File: config.mk
export PLATFORM = sky130hd
export DESIGN_NAME = vga_line_fetcher
export DESIGN_NICKNAME = d
export VERILOG_FILES = /design/src/rtl/vga_pkg.sv /design/src/rtl/vga_line_buffer_2bank.sv /design/src/rtl/vga_line_fetcher.sv
export SDC_FILE = /design/constraint.sdc
export NUM_CORES = 2
export LEC_CHECK = 0
export CAP_MARGIN = 20
export CORE_MARGIN = 4
export CORE_UTILIZATION = 45
export DETAILED_ROUTE_END_ITERATION = 7
export DONT_BUFFER_PORTS = 1
export RECOVER_POWER = 100
export SYNTH_ARGS = -nofsm -noshare
export SYNTH_HDL_FRONTEND = slang
export SYNTH_SLANG_ARGS = --single-unit
File: constraint.sdc
create_clock -name clk -period 7.3 [get_ports clk]
set_input_delay 1.46 -clock clk [delete_from_list [all_inputs] [get_ports clk]]
set_output_delay 1.46 -clock clk [all_outputs]
set_load 0.01 [all_outputs]
File: src/rtl/vga_pkg.sv
// Shared VGA timing constants, RGB332 pixel payload and line-fetch FSM states.
package vga_pkg;

    localparam int unsigned H_ACTIVE = 640;
    localparam int unsigned H_TOTAL  = 800;
    localparam int unsigned V_ACTIVE = 480;
    localparam int unsigned V_TOTAL  = 525;

    typedef struct packed {
        logic [2:0] r;
        logic [2:0] g;
        logic [1:0] b;
    } rgb332_t;

    typedef enum logic [1:0] {
        ST_IDLE  = 2'd0,
        ST_FETCH = 2'd1,
        ST_DONE  = 2'd2
    } fetch_state_t;

endpackage

File: src/rtl/vga_line_buffer_2bank.sv
// Two-bank line buffer: one synchronous write port, one asynchronous read port.
module vga_line_buffer_2bank
    import vga_pkg::*;
#(
    parameter int unsigned FB_W = 160
) (
    input  logic                    clk,
    input  logic                    i_we,
    input  logic                    i_wr_bank,
    input  logic [$clog2(FB_W)-1:0] i_wr_idx,
    input  rgb332_t                 i_wr_data,
    input  logic                    i_rd_bank,
    input  logic [$clog2(FB_W)-1:0] i_rd_idx,
    output rgb332_t                 o_rd_data_c
);

    rgb332_t r_mem [2][FB_W];

    always_ff @(posedge clk) begin
        if (i_we) begin
            r_mem[i_wr_bank][i_wr_idx] <= i_wr_data;
        end
    end

    assign o_rd_data_c = r_mem[i_rd_bank][i_rd_idx];

endmodule

File: src/rtl/vga_line_fetcher.sv
// Fetches framebuffer rows into a ping-pong line buffer and emits upscaled
// RGB332 pixels one clock behind hcount/vcount.
module vga_line_fetcher
    import vga_pkg::*;
#(
    parameter int unsigned FB_W   = 160,
    parameter int unsigned FB_H   = 120,
    parameter int unsigned SCALE  = 4,
    parameter int unsigned ADDR_W = 15
) (
    input  logic              clk,
    input  logic              rst,
    input  logic [9:0]        hcount,
    input  logic [9:0]        vcount,
    output logic              mem_req,
    output logic [ADDR_W-1:0] mem_addr,
    input  logic              mem_ack,
    input  logic [7:0]        mem_data,
    output logic [7:0]        final_pixel,
    output logic              underrun
);

    localparam int unsigned SHIFT = $clog2(SCALE);
    localparam int unsigned IDX_W = $clog2(FB_W);
    localparam int unsigned ROW_W = $clog2(FB_H + 1);

    fetch_state_t      r_state, w_state_n;
    logic [IDX_W-1:0]  r_col, w_col_n;
    logic [ADDR_W-1:0] r_addr, w_addr_n;
    logic              r_req, w_req_n;
    logic              r_fill_done, w_fill_n;
    logic              r_disp_bank, w_bank_n;
    logic              r_underrun, w_under_n;
    logic              r_start_pend, w_pend_n;
    logic [ROW_W-1:0]  r_pend_row, w_pend_row_n;
    rgb332_t           r_pixel;

    logic              w_active;
    logic [10:0]       w_vnext;
    logic              w_row_edge;
    logic              w_swap;
    logic [10:0]       w_next_src;
    logic [10:0]       w_follow_row;
    logic              w_follow_ok;
    logic              w_prefetch;
    logic              w_ack;
    logic [IDX_W-1:0]  w_disp_col;
    rgb332_t           w_rd_data;

    function automatic logic [ADDR_W-1:0] row_base(input logic [ROW_W-1:0] row);
        return ADDR_W'(32'(row) * FB_W);
    endfunction

    // Line-boundary decode: swap before each new source row and before line 0.
    assign w_active     = (hcount < 10'(H_ACTIVE)) && (vcount < 10'(V_ACTIVE));
    assign w_vnext      = 11'(vcount) + 11'd1;
    assign w_row_edge   = (w_vnext & 11'(SCALE - 1)) == 11'd0;
    assign w_swap       = (hcount == 10'(H_TOTAL - 1)) &&
                          ((w_row_edge && (w_vnext < 11'(V_ACTIVE))) ||
                           (vcount == 10'(V_TOTAL - 1)));
    assign w_next_src   = (vcount == 10'(V_TOTAL - 1)) ? 11'd0 : (w_vnext >> SHIFT);
    assign w_follow_row = w_next_src + 11'd1;
    assign w_follow_ok  = w_follow_row < 11'(FB_H);
    assign w_prefetch   = (vcount == 10'(V_ACTIVE)) && (hcount == 10'd0);
    assign w_ack        = (r_state == ST_FETCH) && r_req && mem_ack && !w_swap;
    assign w_disp_col   = IDX_W'(hcount >> SHIFT);

    always_comb begin
        w_state_n    = r_state;
        w_col_n      = r_col;
        w_addr_n     = r_addr;
        w_req_n      = r_req;
        w_fill_n     = r_fill_done;
        w_bank_n     = r_disp_bank;
        w_under_n    = r_underrun;
        w_pend_n     = 1'b0;
        w_pend_row_n = r_pend_row;

        unique case (r_state)
            ST_FETCH: begin
                if (w_ack) begin
                    if (r_col == IDX_W'(FB_W - 1)) begin
                        w_state_n = ST_DONE;
                        w_req_n   = 1'b0;
                        w_fill_n  = 1'b1;
                    end else begin
                        w_col_n  = r_col + IDX_W'(1);
                        w_addr_n = r_addr + ADDR_W'(1);
                    end
                end
            end
            default: ;
        endcase

        if (r_start_pend || w_prefetch) begin
            w_state_n = ST_FETCH;
            w_col_n   = '0;
            w_req_n   = 1'b1;
            w_fill_n  = 1'b0;
            w_addr_n  = w_prefetch ? '0 : row_base(r_pend_row);
        end

        // A late fill keeps the old bank on screen and flags the miss.
        if (w_swap) begin
            w_state_n    = ST_IDLE;
            w_req_n      = 1'b0;
            w_fill_n     = 1'b0;
            w_pend_n     = w_follow_ok;
            w_pend_row_n = ROW_W'(w_follow_row);
            if (r_fill_done) begin
                w_bank_n = ~r_disp_bank;
            end else begin
                w_under_n = 1'b1;
            end
        end
    end

    always_ff @(posedge clk) begin
        if (rst) begin
            r_state      <= ST_IDLE;
            r_col        <= '0;
            r_addr       <= '0;
            r_req        <= 1'b0;
            r_fill_done  <= 1'b0;
            r_disp_bank  <= 1'b0;
            r_underrun   <= 1'b0;
            r_start_pend <= 1'b0;
            r_pend_row   <= '0;
            r_pixel      <= '0;
        end else begin
            r_state      <= w_state_n;
            r_col        <= w_col_n;
            r_addr       <= w_addr_n;
            r_req        <= w_req_n;
            r_fill_done  <= w_fill_n;
            r_disp_bank  <= w_bank_n;
            r_underrun   <= w_under_n;
            r_start_pend <= w_pend_n;
            r_pend_row   <= w_pend_row_n;
            r_pixel      <= w_active ? w_rd_data : '0;
        end
    end

    vga_line_buffer_2bank #(
        .FB_W (FB_W)
    ) u_lbuf (
        .clk         (clk),
        .i_we        (w_ack && !rst),
        .i_wr_bank   (~r_disp_bank),
        .i_wr_idx    (r_col),
        .i_wr_data   (rgb332_t'(mem_data)),
        .i_rd_bank   (r_disp_bank),
        .i_rd_idx    (w_disp_col),
        .o_rd_data_c (w_rd_data)
    );

    assign mem_req     = r_req;
    assign mem_addr    = r_addr;
    assign final_pixel = r_pixel;
    assign underrun    = r_underrun;

endmodule

==> impl_metrics.tcl <==
set metrics [dict create \
    ys_ff_latch 2604 \
    dr.pass1.iters 5 \
    dpl.hpwl_mm 159 \
    synth_top_area_cell "edfxtp_1" \
    critPathArrivalTime_ns 7.02 \
    hold_violations 0 \
    grt_pass1_vias 51400 \
    avgSynthCellArea_um2 20.2 \
    cts_sinks 2604 \
    worstSetupStartpointType "primary input" \
    regArea_um2 77800 \
    synth_xor_area_frac 0.00240 \
    netlist.area_leader.share 0.753 \
    synth_fa_ha_area_frac 0.00226 \
    track_usage 0.237 \
    grt_pass1_wl_mm 397 \
    criticalPathCategory "primary input to flop" \
    violations "capacitance limit, slew limit" \
    critPathCaptureType "flop" \
    gp_congestion 0.860 \
    rsz0062_at_grt "no" \
    drt-initial-drc-count 6296 \
    pwr_density_cell_nw_per_um2 274 \
    core-area_um2 225000 \
    synth_top_family_by_area "multiplexers" \
    setup_total_negative_slack_ns 0 \
    nFillCells 17800 \
    synth-simple-area-share 0.0303 \
    clock_latency_ns 0.93 \
    h-tree-depth 5 \
    port_buffers 0 \
    clk_pin_slew_ns 0.06 \
    vias 51800 \
    yosysSeqAreaShare 0.762 \
    syn_inst 5045 \
    status "finished, violations left" \
    finClkSkew_ns 0.0598 \
    r2r_slack_ns 2.41 \
    async_reset_ff_frac 0 \
    start_util 0.453 \
    setup_viol 0 \
    die_area_um2 235000 \
    ys_warn_count 0 \
    clock.fmax_ghz 0.154 \
    min_period_over_period 0.887 \
    syn_area_um2 102000 \
    cts_buffers 279 \
    route.detailed.drc 0 \
    period_needed_ns 6.48 \
    io_pins 56 \
    antenna_found_initial 16 \
    synth_area_leaders "edfxtp_1 (75%), mux4_2 (12%), mux2i_1 (3.1%)" \
    grt-ovfl-total 0 \
    yosysMostFrequentCell "edfxtp_1" \
    cts_setup_buffers 0 \
    cts_resized 0 \
    drv_cap 15 \
    area_delta_synth_final_pct 11.6 \
    muxShareOfSynthArea 0.152 \
    hold_path_class "flop to flop" \
    power_mw 31.2 \
    cp.required_ns 7.84 \
    wire_per_inst_um 33.9 \
    ir_worst_vdd_mv 0.249 \
    multi_input_area_um2 22600 \
    synth_compound_area_frac 0.0337 \
    clk_path_buf_depth 4 \
    die_w_um 484 \
    routed_wl_mm 282 \
    slew_headroom -1.06 \
    synth_flop_cell "edfxtp_1" \
    drive_above_1_share 0.195 \
    ys_types 74 \
    synth_commonest_cells "edfxtp_1 (2560), mux4_2 (542), nor2_1 (399), mux2i_1 (315), clkbuf_1 (130)" \
    viasPerCell 6.25 \
    finalNetCount 5153 \
    ant_nets 0 \
    grt_max_degree 499 \
    die_y_um 484 \
    cts_tree "done" \
    cts_root_buf "clkbuf_16" \
    hold_buffers 0 \
    syn_nets 5093 \
    row_count 174 \
    power_leakage_nw 34.3 \
    slew_viol_final 379 \
    tightest_slew_ns 3.09 \
    crit_fanout 240 \
    synth_edf_count 2560 \
]
==> power breakdown <==
| group | internal [mW] | switching [mW] | leakage (nW) |
|---|---|---|---|
| Clock | 8.45 | 5.66 | 4.36 |
| Sequential | 16.4 | 0.00674 | 23.4 |
| Combinational | 0.254 | 0.451 | 6.59 |
==> worst paths after layout <==
check | from | end | cells after the start
setup / recovery | hcount[3] | u_lbuf.r_mem[1][1154]$_DFFE_PP_ | 9
hold / removal | r_fill_done$_SDFFE_PP0P_ | r_fill_done$_SDFFE_PP0P_ | 2
setup reg to reg | flop | final_pixel[0]$_SDFF_PP0_ | 8
hold reg to reg | r_fill_done$_SDFFE_PP0P_ | r_fill_done$_SDFFE_PP0P_ | 2
==> layout make-up <==
cell class	count	share of cell area
well taps	2992	0.0329
repair buffers	90	0.00631
inverters	21	0.000758
multi-input cells	2109	0.198
clock inverters	143	0.0142
flip-flops and latches	2604	0.682
clock buffers	337	0.0651
diodes	5	0.000110
==> cells in the final DEF, fill, tap and decap left out, drive strengths merged, types with 14 or more instances in the layout <==
cell type,count
edfxtp,2560
mux4,543
nor2,399
clkbuf,358
mux2i,315
nand2,99
o21ai,97
a221oi,89
clkinv,89
a22oi,74
a21oi,70
buf,69
nand3,58
dfxtp,44
bufinv,35
nand4,33
nor3,33
o22ai,26
inv,26
nor2b,21
o221ai,19
a31oi,16
ha,16
xnor2,15
clkinvlp,14
==> through the flow <==
step	utilization	cells	setup slack [ns]	hold WS, ns	area (um^2)
final	0.506	8301	0.822	0.511	114000
after global routing	0.506	8298	0.966	0.552	114000
after CTS	0.506	8289	2.37	0.509	114000
after detailed placement	0.466	7809	1.45	0.500	105000
after global placement	0.466	7808	1.62	0.495	105000
after floorplan	-	5045	3.49	0.476	102000
==> cells by family (layout without fill, tap and decap cells) <==
group	after synthesis	count (layout)
compound gates	488	488
xor+xnor	28	28
fa+ha+maj	18	18
buf+inv	332	591
flops	2604	2604
mux	870	870
other cells	0	5
simple gates	705	705
==> flip-flops by register name, summed over array words and instances (netlist names), named ones only <==
signal        flops
r_col             8
r_fill_done       1
u_lbuf.r_mem   2560
r_pend_row        7
mem_addr         15
underrun          1
r_disp_bank       1
r_state           1
r_start_pend      1
final_pixel       8
==> critical path, stage by stage <==
cell and delay (ns):
nand2_1 0.10, clkbuf_1 0.28, or4_1 0.75, a21oi_1 0.19, clkbuf_1 0.70, or3_1 0.29
or2_0 1.83, clkbuf_1 0.77, nor2_1 0.38
==> layer usage <==
metal	wire length, um	vias to the layer above	GRT usage	share of wire
li1	-	21100	-	-
met1	113000	27400	0.329	0.40
met2	132000	2888	0.371	0.47
met3	26200	543	0.0567	0.093
met4	10600	6	0.0807	0.037
met5	44	-	0	0.00016
Power figures use the tool's default switching activity.
